**src/rtl/axi_lite_reg_slave.sv**
```systemverilog
`default_nettype none
// ============================================================================
// Module   : axi_lite_reg_slave
// Purpose  : AXI4-Lite responder with a small word-addressed register bank.
//            Reg 0 returns a constant ID, reg 1 returns the live status word,
//            and regs 2..NUM_REGS-1 are byte-strobed read/write registers.
//            Unmapped or read-only writes, and unmapped reads, return SLVERR.
// Ports    : aclk, areset_n           clock / async active-low reset
//            aw*_i/o, w*_i/o, b*_i/o  write address / data / response
//            ar*_i/o, r*_i/o          read address / data
//            status_in_i              live status word (reg 1)
//            ctrl_regs_o              RW regs, reg k at [(k-2)*32 +: 32]
//            wr_pulse_o               one-cycle strobe per RW reg after write
// Revision : 1.0 - initial release
// ============================================================================
module axi_lite_reg_slave #(
  parameter int          ADDR_W   = 32,
  parameter int          NUM_REGS = 8,
  parameter logic [31:0] ID_VALUE = 32'h5541_5254
) (
  input  logic                         aclk,
  input  logic                         areset_n,
  // write address channel
  input  logic [ADDR_W-1:0]            awaddr_i,
  input  logic                         awvalid_i,
  output logic                         awready_o,
  // write data channel
  input  logic [31:0]                  wdata_i,
  input  logic [3:0]                   wstrb_i,
  input  logic                         wvalid_i,
  output logic                         wready_o,
  // write response channel
  output logic [1:0]                   bresp_o,
  output logic                         bvalid_o,
  input  logic                         bready_i,
  // read address channel
  input  logic [ADDR_W-1:0]            araddr_i,
  input  logic                         arvalid_i,
  output logic                         arready_o,
  // read data channel
  output logic [31:0]                  rdata_o,
  output logic [1:0]                   rresp_o,
  output logic                         rvalid_o,
  input  logic                         rready_i,
  // register bank side
  input  logic [31:0]                  status_in_i,
  output logic [(NUM_REGS-2)*32-1:0]   ctrl_regs_o,
  output logic [NUM_REGS-3:0]          wr_pulse_o
);

  localparam int          C_IDX_W  = $clog2(NUM_REGS);
  localparam int          C_NUM_RW = NUM_REGS - 2;
  localparam logic [1:0]  C_OKAY   = 2'b00;
  localparam logic [1:0]  C_SLVERR = 2'b10;

  typedef enum logic [0:0] { W_IDLE = 1'b0, W_RESP = 1'b1 } wstate_t;
  typedef enum logic [0:0] { R_IDLE = 1'b0, R_RESP = 1'b1 } rstate_t;

  // --------------------------------------------------------------------------
  // State
  // --------------------------------------------------------------------------
  wstate_t             wstate_q, wstate_d;
  rstate_t             rstate_q, rstate_d;

  logic                aw_held_q, aw_held_d;
  logic [ADDR_W-1:0]   awaddr_q,  awaddr_d;
  logic                w_held_q,  w_held_d;
  logic [31:0]         wdata_q,   wdata_d;
  logic [3:0]          wstrb_q,   wstrb_d;
  logic [1:0]          bresp_q,   bresp_d;

  logic [31:0]         rdata_q,   rdata_d;
  logic [1:0]          rresp_q,   rresp_d;

  logic [31:0]         regs_q [C_NUM_RW];
  logic [31:0]         regs_d [C_NUM_RW];
  logic [C_NUM_RW-1:0] wr_pulse_q, wr_pulse_d;

  // --------------------------------------------------------------------------
  // Handshakes
  // --------------------------------------------------------------------------
  logic w_bvalid;
  logic w_aw_hs;
  logic w_w_hs;
  logic w_ar_hs;

  assign w_bvalid  = (wstate_q == W_RESP);
  assign awready_o = !aw_held_q && !w_bvalid;
  assign wready_o  = !w_held_q  && !w_bvalid;
  assign arready_o = (rstate_q == R_IDLE);
  assign w_aw_hs   = awvalid_i && awready_o;
  assign w_w_hs    = wvalid_i  && wready_o;
  assign w_ar_hs   = arvalid_i && arready_o;

  // --------------------------------------------------------------------------
  // Write-side decode: the commit uses the latched beat if one is held,
  // otherwise the beat arriving on this edge.
  // --------------------------------------------------------------------------
  logic [ADDR_W-1:0]  w_wr_addr;
  logic [31:0]        w_wr_data;
  logic [3:0]         w_wr_strb;
  logic [C_IDX_W-1:0] w_wr_idx;
  logic               w_wr_mapped;
  logic               w_wr_rw;
  logic               w_commit;

  assign w_wr_addr   = aw_held_q ? awaddr_q : awaddr_i;
  assign w_wr_data   = w_held_q  ? wdata_q  : wdata_i;
  assign w_wr_strb   = w_held_q  ? wstrb_q  : wstrb_i;
  assign w_wr_idx    = w_wr_addr[2 +: C_IDX_W];
  // any bit above the index field set means the address is outside the bank
  assign w_wr_mapped = ((w_wr_addr >> (C_IDX_W + 2)) == '0);
  assign w_wr_rw     = w_wr_mapped && (w_wr_idx >= C_IDX_W'(2));

  // --------------------------------------------------------------------------
  // Write FSM: next state and latch control
  // --------------------------------------------------------------------------
  always_comb begin
    wstate_d  = wstate_q;
    aw_held_d = aw_held_q;
    awaddr_d  = awaddr_q;
    w_held_d  = w_held_q;
    wdata_d   = wdata_q;
    wstrb_d   = wstrb_q;
    bresp_d   = bresp_q;
    w_commit  = 1'b0;
    case (wstate_q)
      W_IDLE: begin
        if (w_aw_hs) begin
          aw_held_d = 1'b1;
          awaddr_d  = awaddr_i;
        end
        if (w_w_hs) begin
          w_held_d = 1'b1;
          wdata_d  = wdata_i;
          wstrb_d  = wstrb_i;
        end
        if ((aw_held_q || w_aw_hs) && (w_held_q || w_w_hs)) begin
          w_commit  = 1'b1;
          wstate_d  = W_RESP;
          bresp_d   = w_wr_rw ? C_OKAY : C_SLVERR;
        end
      end
      W_RESP: begin
        if (bready_i) begin
          wstate_d  = W_IDLE;
          aw_held_d = 1'b0;
          w_held_d  = 1'b0;
        end
      end
      default: wstate_d = W_IDLE;
    endcase
  end

  // --------------------------------------------------------------------------
  // Register bank update and write strobes
  // --------------------------------------------------------------------------
  always_comb begin
    wr_pulse_d = '0;
    for (int k = 0; k < C_NUM_RW; k++) begin
      regs_d[k] = regs_q[k];
      if (w_commit && w_wr_rw && (w_wr_idx == C_IDX_W'(k + 2))) begin
        wr_pulse_d[k] = 1'b1;
        for (int b = 0; b < 4; b++) begin
          if (w_wr_strb[b]) begin
            regs_d[k][8*b +: 8] = w_wr_data[8*b +: 8];
          end
        end
      end
    end
  end

  // --------------------------------------------------------------------------
  // Read FSM: the response is captured on the AR edge, so a read racing a
  // write to the same register sees the value from before that write.
  // --------------------------------------------------------------------------
  logic [C_IDX_W-1:0] w_rd_idx;
  logic               w_rd_mapped;
  logic [31:0]        w_rd_word;

  assign w_rd_idx    = araddr_i[2 +: C_IDX_W];
  assign w_rd_mapped = ((araddr_i >> (C_IDX_W + 2)) == '0);

  always_comb begin
    w_rd_word = '0;
    if (w_rd_idx == C_IDX_W'(0)) begin
      w_rd_word = ID_VALUE;
    end else if (w_rd_idx == C_IDX_W'(1)) begin
      w_rd_word = status_in_i;
    end else begin
      for (int k = 0; k < C_NUM_RW; k++) begin
        if (w_rd_idx == C_IDX_W'(k + 2)) begin
          w_rd_word = regs_q[k];
        end
      end
    end
  end

  always_comb begin
    rstate_d = rstate_q;
    rdata_d  = rdata_q;
    rresp_d  = rresp_q;
    case (rstate_q)
      R_IDLE: begin
        if (w_ar_hs) begin
          rstate_d = R_RESP;
          rdata_d  = w_rd_mapped ? w_rd_word : 32'h0;
          rresp_d  = w_rd_mapped ? C_OKAY : C_SLVERR;
        end
      end
      R_RESP: begin
        if (rready_i) begin
          rstate_d = R_IDLE;
        end
      end
      default: rstate_d = R_IDLE;
    endcase
  end

  // --------------------------------------------------------------------------
  // Sequential state
  // --------------------------------------------------------------------------
  always_ff @(posedge aclk or negedge areset_n) begin
    if (!areset_n) begin
      wstate_q   <= W_IDLE;
      rstate_q   <= R_IDLE;
      aw_held_q  <= 1'b0;
      awaddr_q   <= '0;
      w_held_q   <= 1'b0;
      wdata_q    <= '0;
      wstrb_q    <= '0;
      bresp_q    <= C_OKAY;
      rdata_q    <= '0;
      rresp_q    <= C_OKAY;
      wr_pulse_q <= '0;
      for (int k = 0; k < C_NUM_RW; k++) begin
        regs_q[k] <= '0;
      end
    end else begin
      wstate_q   <= wstate_d;
      rstate_q   <= rstate_d;
      aw_held_q  <= aw_held_d;
      awaddr_q   <= awaddr_d;
      w_held_q   <= w_held_d;
      wdata_q    <= wdata_d;
      wstrb_q    <= wstrb_d;
      bresp_q    <= bresp_d;
      rdata_q    <= rdata_d;
      rresp_q    <= rresp_d;
      wr_pulse_q <= wr_pulse_d;
      for (int k = 0; k < C_NUM_RW; k++) begin
        regs_q[k] <= regs_d[k];
      end
    end
  end

  // --------------------------------------------------------------------------
  // Outputs
  // --------------------------------------------------------------------------
  assign bvalid_o   = w_bvalid;
  assign bresp_o    = bresp_q;
  assign rvalid_o   = (rstate_q == R_RESP);
  assign rdata_o    = rdata_q;
  assign rresp_o    = rresp_q;
  assign wr_pulse_o = wr_pulse_q;

  for (genvar k = 0; k < C_NUM_RW; k++) begin : g_flat
    assign ctrl_regs_o[k*32 +: 32] = regs_q[k];
  end

endmodule
`default_nettype wire

```
**config.mk**
```make
export PLATFORM = sky130hd
export DESIGN_NAME = axi_lite_reg_slave
export DESIGN_NICKNAME = d
export VERILOG_FILES = /design/src/rtl/axi_lite_reg_slave.sv
export SDC_FILE = /design/constraint.sdc
export NUM_CORES = 1
export LEC_CHECK = 0
export ABC_AREA = 1
export BUFFER_PORTS_ARGS = -buffer_cell sky130_fd_sc_hd__buf_4
export CORE_MARGIN = 8
export CORE_UTILIZATION = 54
export DETAILED_ROUTE_END_ITERATION = 10
export HOLD_SLACK_MARGIN = 0.02
export PLACE_DENSITY = 0.81
export SLEW_MARGIN = 20
export SYNTH_ARGS = -nofsm -noshare
export SYNTH_HDL_FRONTEND = slang
export SYNTH_SLANG_ARGS = --single-unit
export TNS_END_PERCENT = 20
```
**constraint.sdc**
```tcl
create_clock -name aclk -period 2.1 [get_ports aclk]
set_clock_uncertainty 0.2 [all_clocks]
set_input_delay 0.105 -clock aclk [delete_from_list [all_inputs] [get_ports aclk]]
set_output_delay 0.105 -clock aclk [all_outputs]
set_load 0.005 [all_outputs]
```
==> metrics.txt <==
final cycle utilization of the critical path 115%; share of cells above drive strength 1 24.7%; CP startpoint kind register; Initial Utilization 55.1%; core area 27900 um^2; Clock H-tree levels 2; Final Hold Viols 0; largest net degree at the start of global routing 78; critical path, cell by cell o21ai_4 > nor2_2 > nand3_2 > nor2_4 > buf_12 > nand3_4 > nor2_4 > clkbuf_16 > buf_12 > nand3_1 > nand2_1; Max stage delay cell, worst path dfrtp_2; FILL cells 1832; WP depth 11; WL per Instance 21.8 um; vias per inst 5.68; Crit path max-delay family simple AND/OR/NAND/NOR gates; reg2reg start aw_held_q; Worst Setup SP aw_held_q; pre-CTS setup slack -142 ps; dpl cells 2643; Clock Path Buffers 3; Sw Share 36.6%; Die Span Y 185 um; Worst-Margin Slew 750 ps; Total GRT Usage 33.8%; max frequency 0.415 GHz; Post-synth top cells 420 x nand2_1, 302 x dfrtp_1, 254 x inv_1; Post-Synth Simple-Gate Area 22.6%; CTS buffer count 35; Core Util, Final 79.9%; Area contributors post-synth dfrtp_1 49%, nand2_1 10%, o21bai_1 9.4%; Post-synth EDFFs 0; diode count 0; Synth top area share 49.1%; worst reg2reg path endpoint ctrl_regs_o[158]; DRT Pass-1 Iters 6; Hold Crit Class in -> reg; VDD IR max 0.00127 V; clock share of power 30.9%; WHS 57.8 ps; Worst EP arrival 2670 ps; Combinational Power Share 33.5%; final worst slack -310 ps; CTS tree done; cell count after synthesis 1936; hold depth 7; P&R area growth vs syn 45.1%; Avg Cell Area, Syn 7.94 um^2; row count 61; clock slew seen by the registers of the worst setup and hold paths 70 ps; worst r2r path cells 11; buffers added on ports 371; clock sink count 302; total gr overflow 0; WS Path Type reg -> reg; status complete, but fails checks; Buf/Inv on CP 3; main combinational cell family by area after synthesis simple AND/OR/NAND/NOR gates; Die X-Extent 185 um; register area 7560 um^2; multiplexer share of the synthesized area 1.83%; fraction of the mapped netlist area in compound gates 16.8%; count leader, synth nand2_1; Hold Crit Start araddr_i[29]; num ports 378; area leader, netlist dfrtp_1; Worst path max stage delay 550 ps; Final min period 2410 ps; worst-path fanout max 10; post-DP HPWL 38800 um; sequential area share after synthesis 49.1%; RSZ-0062 raised after global routing true; Critical Path RT 2360 ps; gp weighted congestion 0.944; multi-input logic area 6580 um^2; final WL 62400 um; # DRC 0; #FFs+latches synth 302; Lkg Pwr 11.1 nW; clock root cell clkbuf_16; async set or reset register ratio after synthesis 100%; initial antenna violation count 0; Reg2Reg Setup Slack -310 ps; Synth Warn # 0; Final #Nets 2597; synthesized cell area 15400 um^2; P_int 0.0124 W; adder-cell share of the synthesized area 0%; Synth Area in XOR/XNOR 0%; via count 16200; Setup crit end kind register; final slew viol count 0; vias in the first global route 16000; Reg power frac 35.7%; clk_lat worst skew 510 ps; Switch Pwr 0.00714 W; Top FF cell, synth dfrtp_1; Hold Crit Endpoint rdata_o[3]; Finished Layout Cells 2859; relative slew slack 49.9%; die area 34100 um^2; Final Setup Violations 197; first-pass GRT wire length 90800 um; failing checks negative setup slack; final antenna-violating net count 0; Iteration-0 DRC Markers 1829; Netlist cell types 29; PD cells 874 nW/um^2; max-cap viol count 0
-- power by group through the flow --
stage               sequential, W  clock [W]  combinational, W
finish                    0.00696    0.00602           0.00653
global route              0.00701    0.00626           0.00688
CTS                       0.00687    0.00603           0.00594
detailed placement        0.00696          0           0.00566
global placement          0.00690          0           0.00554
floorplan                 0.00684          0           0.00302
-- per-stage QoR --
step	setup TNS, ps	power [W]	instance area [um^2]
2_1_floorplan	0	0.00986	15400
3_3_place_gp	-531	0.0124	19300
3_5_place_dp	-13730	0.0126	19300
4_1_cts	-1210	0.0188	21700
5_1_grt	-54610	0.0201	22300
6_report	-38630	0.0195	22300
-- routing by layer --
metal	vias up	routed length [um]	global-route usage, %
met2	1008	28800	53.3
met4	0	3110	15.1
li1	7292	-	-
met3	183	6900	9.11
met1	7758	23500	43.2
met5	-	0	0
-- sequential cells by signal (all words and copies together), names as in the netlist, 4 cells and up --
signal and cells:
rdata_o 32, wr_pulse_o 6, awaddr_q 30, ctrl_regs_o 192
wstrb_q 4, wdata_q 32
-- repair_timing --
action                     4_1_cts  5_1_grt
hold endpoints to repair       596        0
pin swaps                        2       21
cloned                           1       10
buffers inserted                 2       14
gates resized for setup          9       48
hold buffers                   129        0
setup endpoints to repair      192      210
-- worst max path at each step --
stage	endpoint	slack [ps]
global route	ctrl_regs_o[158]	-360
global placement	ctrl_regs_o[138]	-20
CTS	ctrl_regs_o[133]	-70
finish	ctrl_regs_o[158]	-310
floorplan	ctrl_regs_o[100]	120
detailed placement	ctrl_regs_o[170]	-140
-- tightest hold or removal path: stages --
cell     delay, ps
buf_4           90
nor4_1          50
nand4_1         80
buf_4          260
nor2_1          60
nand2_1         50
nand2_1         40
-- kinds of logic after synthesis --
group	after synthesis
simple gates	827
compound gates	395
buf+inv	386
flops	302
mux	25
other cells	1
-- placed cells by master, fill, tap and decap left out, types with 2 or more instances in the layout --
cell              n
or2_2             2
o2111ai_1        16
buf_6             7
inv_2             2
o21bai_4          5
o22ai_1          37
nor2_4            6
clkbuf_1          9
o21ai_4           6
o21ai_2           2
clkbuf_8          8
nand4_1          10
nor2_2           11
clkbuf_16        46
nor3_1            4
o21ai_0         103
buf_4           428
dlymetal6s4s_1    7
nand2_1         413
clkinv_2          5
o211ai_1          4
nand3_2           6
a21oi_1          34
conb_1            2
nor4_1            2
buf_12           37
nand2_2           5
nor2_1          150
nor3_2            3
nand3_1         210
dlygate4sd3_1   122
dfrtp_2           2
mux2_2           25
dfrtp_1         300
o21bai_1        187
nand2_4           2
inv_1           254
-- layout make-up --
type                       instances  area share [%]
clock inverter                     6           0.247
timing repair buffer             612            25.1
multi-input combinational       1249            29.5
tap                              378            2.12
clock buffer                      54            4.79
inverter                         258            4.35
sequential                       302            33.9
(Power assumes the default switching activity.)
